## config.mk

```make
export PLATFORM = sky130hd
export DESIGN_NAME = wb_reg_writer
export DESIGN_NICKNAME = d
export VERILOG_FILES = /design/src/rtl/wb_reg_writer.sv
export SDC_FILE = /design/constraint.sdc
export NUM_CORES = 1
export LEC_CHECK = 0
export BUFFER_PORTS_ARGS = -buffer_cell sky130_fd_sc_hd__buf_2
export CAP_MARGIN = 10
export CORE_MARGIN = 10
export CORE_UTILIZATION = 47
export CTS_CLUSTER_DIAMETER = 150
export CTS_CLUSTER_SIZE = 12
export DETAILED_ROUTE_END_ITERATION = 10
export PLACE_DENSITY = 0.8
export SYNTH_ARGS = -nofsm -noshare
export SYNTH_HDL_FRONTEND = slang
export SYNTH_SLANG_ARGS = --single-unit
```

## constraint.sdc

```tcl
create_clock -name clock -period 3.3 [get_ports clock]
set_clock_uncertainty 0.15 [all_clocks]
set_input_delay 0.33 -clock clock [delete_from_list [all_inputs] [get_ports clock]]
set_output_delay 0.33 -clock clock [all_outputs]
set_load 0.05 [all_outputs]
```

## src/rtl/wb_reg_writer.sv

```systemverilog
// wb_reg_writer
//   Writeback-stage sequencer. Turns MEM/WB outputs into writes on the
//   register file's single write port. Dual-destination writes and call
//   link writes take two cycles, with a registered stall raised during the
//   second cycle. Also publishes the current write for forwarding and counts
//   retired (non-bubble) instructions.
//
// Ports
//   clock, reset         : rising-edge clock, synchronous active-high reset
//   data_top_in          : top result byte from MEM/WB
//   data_bot_in          : bottom result byte from MEM/WB
//   instruction_in       : [31:26] opcode, [25:21] rd_top, [20:16] rd_bot
//   reg_file_wen_in      : bit0 = write top, bit1 = write bottom
//   ret_addr_in          : call return address
//   wr_en/addr/data      : register file write port (combinational)
//   stall_out            : registered stall, high while in the second cycle
//   fwd_valid/addr/data  : copy of the write port for forwarding
//   retired_count        : retired non-bubble instruction count (wraps)
module wb_reg_writer #(
   parameter int unsigned           ADDR_W       = 5,
   parameter logic [5:0]            OPCODE_CALL  = 6'h2C,
   parameter logic [ADDR_W-1:0]     LINK_LO_ADDR = 5'd30,
   parameter logic [ADDR_W-1:0]     LINK_HI_ADDR = 5'd31,
   parameter bit                    ZERO_REG_RO  = 1'b1
) (
   input  logic              clock,
   input  logic              reset,
   input  logic [7:0]        data_top_in,
   input  logic [7:0]        data_bot_in,
   input  logic [31:0]       instruction_in,
   input  logic [1:0]        reg_file_wen_in,
   input  logic [13:0]       ret_addr_in,
   output logic              wr_en,
   output logic [ADDR_W-1:0] wr_addr,
   output logic [7:0]        wr_data,
   output logic              stall_out,
   output logic              fwd_valid,
   output logic [ADDR_W-1:0] fwd_addr,
   output logic [7:0]        fwd_data,
   output logic [31:0]       retired_count
);

   typedef enum logic {IDLE, SECOND} state_t;

   state_t              state_q, state_d;
   logic [ADDR_W-1:0]   pend_addr_q, pend_addr_d;
   logic [7:0]          pend_data_q, pend_data_d;
   logic                stall_q, stall_d;
   logic [31:0]         retired_q, retired_d;

   logic [5:0]          opcode;
   logic [ADDR_W-1:0]   rd_top, rd_bot;
   logic                is_call, is_bubble;
   logic                want_wr, dual, retire;
   logic [ADDR_W-1:0]   sel_addr;
   logic [7:0]          sel_data;

   assign opcode    = instruction_in[31:26];
   assign rd_top    = ADDR_W'(instruction_in[25:21]);
   assign rd_bot    = ADDR_W'(instruction_in[20:16]);
   assign is_call   = (opcode == OPCODE_CALL);
   assign is_bubble = (instruction_in == '0) && (reg_file_wen_in == 2'b00);

   // State / pending / stall / counter registers
   always_ff @(posedge clock) begin
      if (reset) begin
         state_q     <= IDLE;
         pend_addr_q <= '0;
         pend_data_q <= '0;
         stall_q     <= 1'b0;
         retired_q   <= '0;
      end else begin
         state_q     <= state_d;
         pend_addr_q <= pend_addr_d;
         pend_data_q <= pend_data_d;
         stall_q     <= stall_d;
         retired_q   <= retired_d;
      end
   end

   // Decode: selects the write for this cycle and whether a second one follows
   always_comb begin
      want_wr     = 1'b0;
      dual        = 1'b0;
      sel_addr    = '0;
      sel_data    = '0;
      pend_addr_d = pend_addr_q;
      pend_data_d = pend_data_q;
      if (state_q == SECOND) begin
         want_wr  = 1'b1;
         sel_addr = pend_addr_q;
         sel_data = pend_data_q;
      end else if (is_call) begin
         want_wr     = 1'b1;
         dual        = 1'b1;
         sel_addr    = LINK_LO_ADDR;
         sel_data    = ret_addr_in[7:0];
         pend_addr_d = LINK_HI_ADDR;
         pend_data_d = {2'b00, ret_addr_in[13:8]};
      end else begin
         unique case (reg_file_wen_in)
            2'b01: begin
               want_wr  = 1'b1;
               sel_addr = rd_top;
               sel_data = data_top_in;
            end
            2'b10: begin
               want_wr  = 1'b1;
               sel_addr = rd_bot;
               sel_data = data_bot_in;
            end
            2'b11: begin
               want_wr = 1'b1;
               if (rd_top == rd_bot) begin
                  // Same destination: bottom wins, single cycle
                  sel_addr = rd_bot;
                  sel_data = data_bot_in;
               end else begin
                  dual        = 1'b1;
                  sel_addr    = rd_top;
                  sel_data    = data_top_in;
                  pend_addr_d = rd_bot;
                  pend_data_d = data_bot_in;
               end
            end
            default: ;
         endcase
      end
   end

   // Next-state
   always_comb begin
      state_d = IDLE;
      if (state_q == IDLE && dual) state_d = SECOND;
   end

   // Outputs / counter next value
   always_comb begin
      // Address-0 suppression only masks the enable; sequencing is unchanged
      wr_en     = want_wr && !reset && !(ZERO_REG_RO && (sel_addr == '0));
      wr_addr   = sel_addr;
      wr_data   = sel_data;
      fwd_valid = wr_en;
      fwd_addr  = sel_addr;
      fwd_data  = sel_data;
      stall_d   = (state_d == SECOND);
      retire    = (state_q == SECOND) || (!dual && !is_bubble);
      retired_d = retire ? retired_q + 32'd1 : retired_q;
   end

   assign stall_out     = stall_q;
   assign retired_count = retired_q;

endmodule

```

After elaboration in Yosys (flattened, before gate mapping)
Cells that the tools add are included.
Word-level totals
  register bits: 46
Cells by class
  add/subtract/negate cells: 1
  eq/ne operators: 6
  mux-type cells: 22
  bitwise gates (word level): 1
  reduce and logical (&&, ||, !) cells: 16
Operators with widths (count)
  8-bit 2-to-1 mux: 6
  32-bit by 1-bit adder with 32-bit output, second input constant: 1
  32-bit zero test: 1
  5-bit 2-to-1 mux: 6
  8-bit one-hot mux with 3 select lines: 1
  5-bit one-hot mux with 3 select lines: 1
  1-bit 2-to-1 mux: 8
  6-bit equality test, second input constant: 1
  5-bit equality test: 1
  1-bit logical AND: 5
  5-bit zero test: 1
  2-bit equality test, second input constant: 2
  1-bit zero test: 4
  3-bit AND reduction: 1
  3-bit OR reduction: 1
  2-bit by 1-bit equality test with 1-bit output, second input constant: 1
  2-bit zero test: 1
  2-bit != test, second input constant: 1
  2-bit nonzero test: 1
  1-bit logical OR: 1
  1-bit inverter: 1

Depth between registers and ports, before layout
Gate-level depths: netlist (run 1).
  word-level depth: 8
  gate-level depth with buffers: 9

Worst setup path after synthesis (run 1)
OpenSTA, ideal clock, no wires.
  path kind: register to output
  start: register stall_out (netlist name)
  end: output port wr_en
  arrival time: 3.278 ns
  data required time: 2.820 ns
  setup slack: -0.458 ns
  stages on the path, launching flop included: 8
  buffers on the path: 2
  cells stage by stage: dfxtp_1 -> clkbuf_1 -> nor2_1 -> nand2_1 -> o21ai_0 -> or3_1 -> o31a_1 -> buf_4
RTL lines
  to (decl): RTL line 33  | output logic wr_en,

Final worst setup path (run 1)
  start: input port instruction_in[27]
  end: output port fwd_valid
Between the ends
  longest elaborated chain between the ends: 6
Ends and longest elaborated chain
  from (decl): RTL line 30  | input logic [31:0] instruction_in,
  6-bit equality test (*): RTL line 61  | assign is_call = (opcode == OPCODE_CALL);
  5-bit 2-to-1 mux: RTL line 93  | end else if (is_call) begin
  5-bit 2-to-1 mux: RTL line 89  | if (state_q == SECOND) begin
  5-bit zero test: RTL line 140  | wr_en = want_wr && !reset && !(ZERO_REG_RO && (sel_addr == '0));
  1-bit zero test: RTL line 140
  1-bit logical AND (*): RTL line 140
  to (decl): RTL line 37  | output logic fwd_valid,
Mark *: on every way between the ends. The rest lies on a longest branch, timed or not.

==> results.txt, run 1 <==
The flow ran to the end, and the final reports show no timing, DRC or antenna violations. In the routed design, unresolved DRC markers number 0. The area growth from synthesis to layout is 26.3%. The cell count of the worst reg-to-reg path works out to 5. The worst-case IR drop observed on VDD is 0.291 mV. For the fraction of power consumed by the clock network, the log shows 29.1%. After layout, the worst path uses 87.3% of the clock period. Yosys printed 0 warnings.

The measured slew at the worst slew-check pin is 614 ps. Across all hold checks on the routed design, the worst slack comes to 146 ps. Including well taps, the total number of placed cells is 525. The count of state elements after synthesis is 46, and the count of port buffers added during placement is 126. The run gives 58.8% as the relative slew slack. TritonCTS built the clock tree. The tools report the sequential element share of the synthesized area as 33.4%. The logs give 422 for the number of nets in the synthesized netlist and 355 for the gate count after technology mapping.

The count of nets after finishing was 527. Pin placement for this block handled 127 I/O pins. Setup repair after global routing left no endpoint under its margin.

The sequential share of power came out at 41.9%. The completed layout was analyzed and its total power is 1.40 mW. The final layout contains routed wiring with a total length of 8700 µm.

Global routing used 17.7% of the available tracks across all layers. The number of clock sinks seen by CTS is 46, and the fraction of synthesis flops using an asynchronous set or reset pin is 0%. For the number of design-rule violations left by the first detailed-router iteration, the log shows 163. In the layout the commonest cells are buf_2 (126), dfxtp_1 (46), nand2_1 (44). In this run, synthesis inferred 0 flip-flops with an integrated enable. The number of clock buffers added by TritonCTS is 5. Once the floorplan was initialized, standard cells occupied 49.1% of the core.

For the maximum number of buffers from clock root to sink, the log shows 2. Of the total power, combinational logic draws 29.0%. For this run the aggregate overflow at the end of global routing stands at 0. The number of instances on the worst hold path was 3. The mapped netlist covers 2760 µm². Power spread over the standard cell area amounts to 403 nW/µm². Static timing analysis puts the maximum clock frequency at 347 MHz. The critical path launch point type is an input pin. The type of the worst min-delay path is input pin to flip-flop. The global-route wire length before repair came out at 13700 µm. The capturing element type of the critical path is an output port.

For the final routed database, the setup TNS stands at 0 ps. For this run, the leading register cell type out of synthesis is dfxtp_1. The largest fanout on the critical path works out to 13. In this run the mean area of a mapped cell was 7.76 µm². Most common library cell in the layout ignoring fill and taps: buf_2. The logs give 0 for the final-report hold violation count and 0 for the number of antenna violations at the first check in global routing. The final critical-path required period was 2880 ps; the number of setup violations in the final report was 0. The H-tree was split into 2 levels. At the worst endpoint, the required time is 2820 ps.

The die area was 9320 µm². Of the total power, the share spent switching nets is 34.6%. Summed over all nets, the half-perimeter wirelength after detailed placement is 6810 µm.

The total setup buffers inserted after CTS was 0; the leakage power total was 1.43 nW. The number of instances resized during post-cts repair came out at 0. The critical path is of the input pin to output port type. The synthesized netlist contains 44 unique library cells. The tools report the maximum number of pins on one net before global-route repair as 49. Cells with a size suffix above 1 make up 32.8% of the layout. The cell sitting at the root of the clock tree is a clkbuf_8. Internal power comes to 919 µW. The tools report the count of pins over their slew limit as 0. After floorplanning, the core was sized to cover 5610 µm².

Using the TritonRoute via totals, the vias-per-cell ratio works out to 5.67. In this run the power spent charging and discharging nets is 485 µW. From bottom edge to top edge, the die measures 96.6 µm. The tools report the via count of the first global-routing pass as 2805. After the flow finishes, the layout carries non-filler instances totaling 534. At the end of routability-driven placement, the weighted congestion stood at 0.907.

Across all layers, the routed design uses 3029 vias. The clock reaches the later pin of the worst-skew pair after 300 ps. The tool flagged a number of max-cap violations equal to 0. The number of rows created at floorplan was 27; the clock transition at the register clock pins on the worst setup and hold paths after CTS was 80 ps. The die extent in x is 96.6 µm, and the count of hold-fix buffers inserted at cts is 0.

The final antenna-violating net count is 0. Before antenna repair, the detailed router went through 4 iterations. The routed wire length per instance was 16.3 µm; the arrival time reported for the critical path endpoint was 2400 ps.
## cell usage after synthesis, drive strengths merged, types with 2 or more instances
cell type  number  area [µm²]
xnor2          29         254
nand4          10        68.8
a21oi          13        65.1
o21ai           6        30.0
a2bb2oi         2        17.5
dfxtp          46         921
a31oi           2        12.5
nor3            8        40.0
a221o           2        20.0
nand3          16        80.1
a211oi          2        15.0
a311oi          6        52.6
a22oi           8        60.1
and3            2        12.5
or3            10        62.6
a22o            2        17.5
or4             4        30.0
a221oi          2        17.5
a31o            2        17.5
inv             6        22.5
nor2           43         161
nor4b           2        17.5
buf            20         134
nor3b           2        15.0
o221ai          8        70.1
nand2          44         165
clkbuf         17        63.8
nor4           23         150
and4            3        26.3
mux2i           5        50.1
## final cells by class
type | instances | area (µm²)
Multi-Input combinational cell | 266 | 1640
Fill cell | 508 | 2130
Sequential cell | 46 | 921
Tap cell | 72 | 90.1
Clock buffer | 7 | 76.3
Timing Repair Buffer | 135 | 698
Inverter | 6 | 22.5
Clock inverter | 1 | 30.0
Antenna cell | 1 | 2.50
## path summary, 6_finish.rpt
path	startpoint	endpoint	slack (ps)
hold reg to reg	pend_data_q[7]$_SDFFE_PP0P_	pend_data_q[7]$_SDFFE_PP0P_	320
setup / recovery	instruction_in[27]	fwd_valid	420
setup reg to reg	retired_count[8]$_SDFFE_PP0P_	retired_count[31]$_SDFFE_PP0P_	550
hold / removal	ret_addr_in[13]	pend_data_q[5]$_SDFFE_PP0P_	150
## per-layer routing
metal  vias to the layer above  track usage [%]  part of all wire, %
li1                       1497                -                    -
met1                      1396             21.9                   42
met2                       127             30.0                   46
met3                         9             4.86                   11
met4                         0             3.75                 0.83
met5                         -                0                    0
## logic make-up after synthesis
family,synth area share (%)
compound gates,16.5
simple gates,30.6
xor+xnor,9.22
flops,33.4
mux,1.82
fa+ha+maj,0.454
buf+inv,7.99
## power by group through the flow
stage / clock (mW) / sequential (mW) / combinational [mW]
floorplan: 0 / 0.619 / 0.296
global placement: 0 / 0.601 / 0.407
detailed placement: 0 / 0.602 / 0.408
CTS: 0.416 / 0.589 / 0.409
global route: 0.444 / 0.593 / 0.433
finish: 0.408 / 0.589 / 0.407
## registers in the layout, indices dropped and copies added (netlist names)
name	cells
pend_data_q	8
pend_addr_q	5
stall_out	1
retired_count	32
## per-stage QoR
stage | cell area, µm² | setup WS (ps) | util, %
finish | 3480 | 418 | 62.1
global route | 3480 | 314 | 62.0
CTS | 3480 | 409 | 62.0
detailed placement | 3370 | 409 | 60.1
global placement | 3370 | 452 | 60.1
floorplan | 2770 | 147 | -
## worst max-delay path, stage by stage
cell	delay (ps)
buf_2	90
or3_1	440
or2_2	450
nand2_1	150
o21ai_2	90
or3_1	340
o31a_2	290
buf_2	210
Power figures use the tool's default switching activity.
==> inputs of run 2 (changes only) <==
--- a/config.mk
+++ b/config.mk
@@ -7,12 +7,12 @@
 export LEC_CHECK = 0
 export BUFFER_PORTS_ARGS = -buffer_cell sky130_fd_sc_hd__buf_2
 export CAP_MARGIN = 10
-export CORE_MARGIN = 10
-export CORE_UTILIZATION = 47
+export CORE_MARGIN = 1.5
+export CORE_UTILIZATION = 27
 export CTS_CLUSTER_DIAMETER = 150
 export CTS_CLUSTER_SIZE = 12
 export DETAILED_ROUTE_END_ITERATION = 10
-export PLACE_DENSITY = 0.8
+export REMOVE_ABC_BUFFERS = 1
 export SYNTH_ARGS = -nofsm -noshare
 export SYNTH_HDL_FRONTEND = slang
 export SYNTH_SLANG_ARGS = --single-unit
==> results.txt, run 2 (synthesis gave the netlist of run 1 again) <==
The flow ran to the end, and the final reports show no timing, DRC or antenna violations. The run gives 9820 µm² (was 5610 µm²) as the core region area. The H-tree depth was 2 (unchanged); the total setup buffers inserted after CTS was 0 (unchanged).

The count of maximum capacitance violations came out at 0 (unchanged). Vias after detailed routing: 3033 (was 3029). The number of rows created at floorplan is 36 (was 27), and the total non-filler cell area in the finished layout is 3520 µm² (was 3480 µm²). The antenna diode count is 0 (was 1). The total power divided by cell area was 383 nW/µm² (was 403 nW/µm²). Synthesis-to-layout area growth: 27.8% (was 26.3%). Global-route wire length before repair: 14400 µm (was 13700 µm). The residual overflow from global routing was 0 (unchanged); the number of setup violations in the final report was 0 (unchanged). The die extent in x was 104 µm (was 96.6 µm); the number of standard cells in the final layout excluding fillers was 594 (was 534). The tools report the clock tree root buffer cell as clkbuf_8 (unchanged).

The die boundary height came out at 104 µm (was 96.6 µm). The largest fanout on the critical path is 13 (unchanged), and the met3 routing resource usage after global routing is 3.13% (was 4.86%). The run gives 3430 µm² (was 3370 µm²) as the area of placed instances. Most common library cell in the layout ignoring fill and taps: buf_2 (unchanged). The count of port buffers added during placement is 126 (unchanged), and the cell count of the worst reg-to-reg path is 5 (unchanged).

The number of flip-flops in the largest register came out at 32 (unchanged). The layer with the highest usage was met2 (unchanged). The clock transition at the register clock pins on the worst setup and hold paths after CTS works out to 80 ps (about the same). The total detailed-routing wirelength was 8460 µm (was 8700 µm).

The logs give 39 (was 49) for the maximum number of pins on one net before global-route repair and 27.0% (was 30.0%) for the global-route track usage on met2. The count of placed standard cells including taps is 586 (was 525). The achievable frequency is 338 MHz (was 347 MHz), and the number of design-rule violations left by the first detailed-router iteration is 98 (was 163).

The detailed placement HPWL is 6450 µm (was 6810 µm), and the final antenna-violating net count is 0 (unchanged). The starting utilization of the core area is 28.1% (was 49.1%), and the worst path required time is 2820 ps (about the same). The logs give 0.851 (was 0.907) for the weighted congestion reported at the end of routability-driven placement and 55.2% (was 58.8%) for the relative slew slack. The layout cell share with drive strength beyond 1 came out at 32.3% (was 32.8%).

Setup repair after global routing left no endpoint under its margin. The measured slew at the worst slew-check pin works out to 666 ps (was 614 ps). TritonCTS built the clock tree. For the met1 track demand over resource, the log shows 20.2% (was 21.9%). The clock latency on the worst-skew pair is 310 ps (was 300 ps), and the final core area utilization is 35.9% (was 62.1%).

The number of instances on the worst hold path is 3 (unchanged). The tools report the count of hold-fix buffers inserted at cts as 0 (unchanged). The capturing element type of the critical path is an output port (unchanged). The critical path launch point type was an input pin (unchanged). The overall track demand over capacity in global routing was 15.7% (was 17.7%). The tools report the number of instances resized during post-cts repair as 0 (unchanged).

The worst setup path category is input pin to output port (unchanged). The run gives 1.42 nW (was 1.43 nW) as the leakage power total. The count of pins over their slew limit was 0 (unchanged); the routed wire length per instance was 14.2 µm (was 16.3 µm).

The tools report the final-report hold violation count as 0 (unchanged). The die area was 10800 µm² (was 9320 µm²); the DRC violations left was 0 (unchanged). The number of primary I/O pins is 127 (unchanged), and the final critical-path required period is 2960 ps (was 2880 ps). Number of clock sinks seen by CTS: 46 (unchanged). The final clock period utilization by the worst path is 89.6% (was 87.3%).

The worst-case vdd ir drop was 0.170 mV (was 0.291 mV); the overall power consumption was 1.35 mW (was 1.40 mW). Type of the worst min-delay path: input pin to flip-flop (unchanged). The logs give 2891 (was 2805) for the via count of the first global-routing pass and 527 (unchanged) for the count of nets after finishing. Commonest non-fill, non-tap cells in the layout: buf_2 (126), dfxtp_1 (46), nand2_1 (44) (unchanged).

The run gives 5 (unchanged) as the total clock buffers created by CTS. The run gives 4 (unchanged) as the first-pass detailed-route iteration total. The mean number of vias per cell was 5.11 (was 5.67); the number of antenna violations at the first check in global routing was 0 (unchanged). The arrival time reported for the critical path endpoint is 2480 ps (was 2400 ps). The tools report the maximum number of buffers from clock root to sink as 2 (unchanged).
[run 2: changes by cell type in the layout (fill, tap and decap cells not counted), sizes merged]
cell      before  now
clkbuf         7    5
clkinv         0    2
bufinv         1    0
clkinvlp       0    1
diode          1    0
[run 2: worst max-delay path: stages]
cell     delay [ps]
buf_2            90
or3_1           450
or2_2           440
nand2_1         140
o21ai_0         150
or3_1           380
o31a_1          270
buf_2           220
[run 2: layer usage]
metal,part of all wire (%),up-vias
li1,-,1494
met1,45,1414
met2,47,116
met3,6.6,9
met4,1.1,0
met5,0,-
[run 2: where the power goes]
part / leakage (nW) / switching [mW] / internal, mW
logic: 1.01 / 0.289 / 0.116
registers: 0.373 / 0.0152 / 0.574
clock network: 0.0441 / 0.204 / 0.149
[run 2: worst paths after layout]
check	start	end	slack, ps
setup / recovery	instruction_in[27]	fwd_valid	340
hold / removal	ret_addr_in[9]	pend_data_q[1]$_SDFFE_PP0P_	150
setup reg to reg	retired_count[8]$_SDFFE_PP0P_	retired_count[31]$_SDFFE_PP0P_	530
hold reg to reg	pend_data_q[6]$_SDFFE_PP0P_	pend_data_q[6]$_SDFFE_PP0P_	340
[run 2: layout make-up]
| cell class | count | area [µm²] |
|---|---|---|
| Timing Repair Buffer | 135 | 698 |
| Multi-Input combinational cell | 266 | 1620 |
| Tap cell | 133 | 166 |
| Fill cell | 1079 | 6300 |
| Sequential cell | 46 | 921 |
| Clock buffer | 5 | 68.8 |
| Inverter | 6 | 22.5 |
| Clock inverter | 3 | 21.3 |
[run 2: through the flow]
step | setup WS, ps | hold WS [ps] | setup TNS [ps]
floorplan | -1600 | 249 | -7420
global placement | 435 | 315 | 0
detailed placement | 357 | 321 | 0
CTS | 350 | 133 | 0
global route | 258 | 148 | 0
finish | 344 | 146 | 0
==> inputs of run 3 (changes only) <==
--- a/config.mk
+++ b/config.mk
@@ -5,6 +5,7 @@
 export SDC_FILE = /design/constraint.sdc
 export NUM_CORES = 1
 export LEC_CHECK = 0
+export ABC_AREA = 1
 export BUFFER_PORTS_ARGS = -buffer_cell sky130_fd_sc_hd__buf_2
 export CAP_MARGIN = 10
 export CORE_MARGIN = 1.5
@@ -12,6 +13,7 @@
 export CTS_CLUSTER_DIAMETER = 150
 export CTS_CLUSTER_SIZE = 12
 export DETAILED_ROUTE_END_ITERATION = 10
+export GPL_ROUTABILITY_DRIVEN = 0
 export REMOVE_ABC_BUFFERS = 1
 export SYNTH_ARGS = -nofsm -noshare
 export SYNTH_HDL_FRONTEND = slang
==> results.txt, run 3 <==
The flow ran to the end, and the final reports show no timing, DRC or antenna violations. Cell with the most instances after synthesis: nand2_1 (was dfxtp_1). The worst path required time was 2820 ps (about the same); the clock latency on the worst-skew pair was 280 ps (was 310 ps).

For the DRC violations left, the log shows 0 (unchanged). The critical path launch point type was an input pin (unchanged). The total power divided by cell area came out at 355 nW/µm² (was 383 nW/µm²). Leading post-synthesis cells by instance count: nand2_1 (199), inv_1 (63), nor2_1 (61) (was dfxtp_1 (46), nand2_1 (44), nor2_1 (43)). The relative slew slack was 55.2% (about the same). The run gives 0 (unchanged) as the final antenna-violating net count.

Antenna diode count: 0 (unchanged). The synthesis-to-layout area growth is 23.5% (was 27.8%). Total clock buffers created by CTS: 5 (unchanged).

The run gives 7870 µm (was 6450 µm) as the detailed placement HPWL. The cell taking the most area after synthesis is dfxtp_1 (unchanged). The tools report the count of hold-fix buffers inserted at cts as 0 (unchanged). The routed wire length per instance was 11.9 µm (was 14.2 µm). The die extent in x was 117 µm (was 104 µm).

Commonest non-fill, non-tap cells in the layout: nand2_1 (199), buf_2 (126), inv_1 (63) (was buf_2 (126), dfxtp_1 (46), nand2_1 (44)). The cell family with the largest share of critical-path delay was buffers and inverters (was simple AND/OR/NAND/NOR gates). The final clock period utilization by the worst path came out at 77.7% (was 89.6%). Clock tree root buffer cell: clkbuf_16 (was clkbuf_8).

Buffers plus inverters on the worst setup path: 5 (was 2). The tools report the first-pass detailed-route iteration total as 4 (unchanged). The worst setup path category was input pin to output port (unchanged). Achievable frequency: 390 MHz (was 338 MHz). The run gives 2.09 nW (was 1.42 nW) as the leakage power total. The most common flop cell mapped by yosys was dfxtp_1 (unchanged). TritonCTS built the clock tree. The tools report the count of nets after finishing as 759 (was 527).

The maximum number of pins on one net before global-route repair was 41 (was 39); the sequential element share of the synthesized area was 26.4% (was 33.4%). The delay contributed by the slowest stage of the critical path is 330 ps (was 450 ps), and the number of enable flip-flop cells after synthesis is 0 (unchanged). The largest fanout on the critical path was 12 (was 13). The count of pins over their slew limit was 0 (unchanged). The combined area of all synthesized cells came out at 3490 µm² (was 2760 µm²).

Cell-by-cell listing of the critical path: buf_2 > nand2_1 > nor2_1 > nand2_1 > inv_2 > nand2_2 > clkinv_1 > a22o_1 > inv_1 > nand2_1 > buf_2 (was buf_2 > or3_1 > or2_2 > nand2_1 > o21ai_0 > or3_1 > o31a_1 > buf_2). The maximum number of buffers from clock root to sink was 2 (unchanged). Type of the worst min-delay path: input pin to flip-flop (unchanged).

The run gives 0 ps (unchanged) as the total negative slack. The global-route wire length before repair was 16600 µm (was 14400 µm); the layout cell share with drive strength beyond 1 was 21.8% (was 32.3%). Starting utilization of the core area: 27.6% (was 28.1%).

The die boundary height was 117 µm (was 104 µm). The clock transition at the register clock pins on the worst setup and hold paths after CTS is 70 ps (was 80 ps), and the arrival time reported for the critical path endpoint is 2080 ps (was 2480 ps). The total setup buffers inserted after CTS was 0 (unchanged). The capturing element type of the critical path was an output port (unchanged).

The fill cell instance count of the final layout is 1424 (was 1079), and the H-tree depth is 2 (unchanged). The final critical-path required period was 2560 ps (was 2960 ps); the overall track demand over capacity in global routing was 15.3% (was 15.7%). For the residual overflow from global routing, the log shows 0 (unchanged). The vias after detailed routing was 3896 (was 3033). The area share of the largest cell type after synthesis was 26.4% (was 33.4%); the post-synthesis average cell area was 5.93 µm² (was 7.76 µm²). The logs give 0 (unchanged) for the count of synthesis-stage warnings from yosys and 33 (was 44) for the number of different library cells in the post-synthesis netlist.

The logs give 3486 (was 2891) for the via count of the first global-routing pass and 41 (was 36) for the number of rows created at floorplan. The fraction of synthesis flops using an asynchronous set or reset pin was 0% (unchanged). Among the stages of the critical path, the cell type that occurs most often is nand2_1. The count of maximum capacitance violations is 0 (unchanged). The total detailed-routing wirelength was 10300 µm (was 8460 µm). The most common library cell in the layout ignoring fill and taps was nand2_1 (was buf_2). The mean number of vias per cell works out to 4.51 (was 5.11). The count of port buffers added during placement was 126 (unchanged); the number of design-rule violations left by the first detailed-router iteration was 188 (was 98). The run gives 0 (unchanged) as the number of antenna violations at the first check in global routing. The count of state elements after synthesis was 46 (unchanged); the number of flip-flops in the largest register was 32 (unchanged). Worst-case vdd ir drop: 0.219 mV (was 0.170 mV).

The number of instances resized during post-cts repair was 0 (unchanged); the core region area was 12600 µm² (was 9820 µm²). Die area: 13600 µm² (was 10800 µm²). Leading post-synthesis cells by cell area: dfxtp_1 (26%), nand2_1 (21%), nand3_1 (7.8%), inv_1 (6.8%), nor2_1 (6.6%) (was dfxtp_1 (33%), xnor2_1 (9.2%), nand2_1 (6.0%), nor2_1 (5.9%), nor4_1 (5.0%)).

Gate count after technology mapping: 588 (was 355). For the number of setup violations in the final report, the log shows 0 (unchanged). For the number of clock sinks seen by CTS, the log shows 46 (unchanged). Setup repair after global routing left no endpoint under its margin. The tools report the final-report hold violation count as 0 (unchanged). The slowest cell on the critical path was nand2_1 (was or3_1).

The number of primary I/O pins came out at 127 (unchanged). For the worst hold margin, the log shows 191 ps (was 146 ps). The measured slew at the worst slew-check pin came out at 667 ps (was 666 ps).
## run 3: area by class of cell
cell class	instances	area (µm²)	area share (%)
clock buffer	6	139	3.22
clock inverter	1	30.0	0.697
inverter	69	260	6.04
multi-input combinational	440	2080	48.3
sequential	46	921	21.4
tap	172	215	5.00
timing repair buffer	130	661	15.3
## run 3: final timing paths
check	start	end	slack [ps]	cells past startpoint
setup / recovery	instruction_in[28]	fwd_data[5]	740	11
hold reg to reg	pend_addr_q[1]$_SDFFE_PP0P_	pend_addr_q[1]$_SDFFE_PP0P_	320	2
hold / removal	data_bot_in[7]	pend_data_q[7]$_SDFFE_PP0P_	190	3
setup reg to reg	stall_out$_SDFF_PP0_	retired_count[16]$_SDFFE_PP0P_	1060	8
## run 3: per-layer routing
metal	wire [µm]	track usage (%)	up-vias
met5	0	0	-
met4	202	4.26	0
met3	533	2.91	12
met2	4770	26.1	103
met1	4780	19.8	1707
li1	-	-	2074
## run 3: stage by stage
| stage | setup slack, ps | cell area (µm²) | instances | power, mW | util, % |
|---|---|---|---|---|---|
| 4_1_cts | 674 | 4310 | 864 | 1.54 | 34.1 |
| 6_report | 737 | 4310 | 864 | 1.53 | 34.1 |
| 3_5_place_dp | 682 | 4140 | 857 | 0.954 | 32.8 |
| 5_1_grt | 433 | 4310 | 864 | 1.59 | 34.1 |
| 2_1_floorplan | -1310 | 3260 | 555 | 0.832 | - |
| 3_3_place_gp | 742 | 4140 | 857 | 0.951 | 32.8 |
## run 3: worst register-to-register path, delay by kind of cell (launching register included)
kind / cells / cell delay, ps
compound gates: 2 / 300
buf+inv: 2 / 380
simple gates: 4 / 1030
flops: 1 / 300
## run 3: kinds of logic (layout without fill, tap and decap cells)
group / count (synthesis) / in the layout / share of synthesized area [%]
xor gates and xnor gates: 15 / 15 / 3.77
DFF: 46 / 46 / 26.4
and+or+nand+nor: 346 / 346 / 42.0
adders and majority gates: 1 / 1 / 0.359
AOI/OAI and AO/OA: 78 / 78 / 13.5
buffers and inverters: 102 / 206 / 13.9
## run 3: power breakdown
group | internal (mW) | switching (mW) | total, mW
clock network | 0.374 | 0.215 | 0.590
logic | 0.0960 | 0.261 | 0.357
registers | 0.569 | 0.0120 | 0.581
total | 1.04 | 0.488 | 1.53
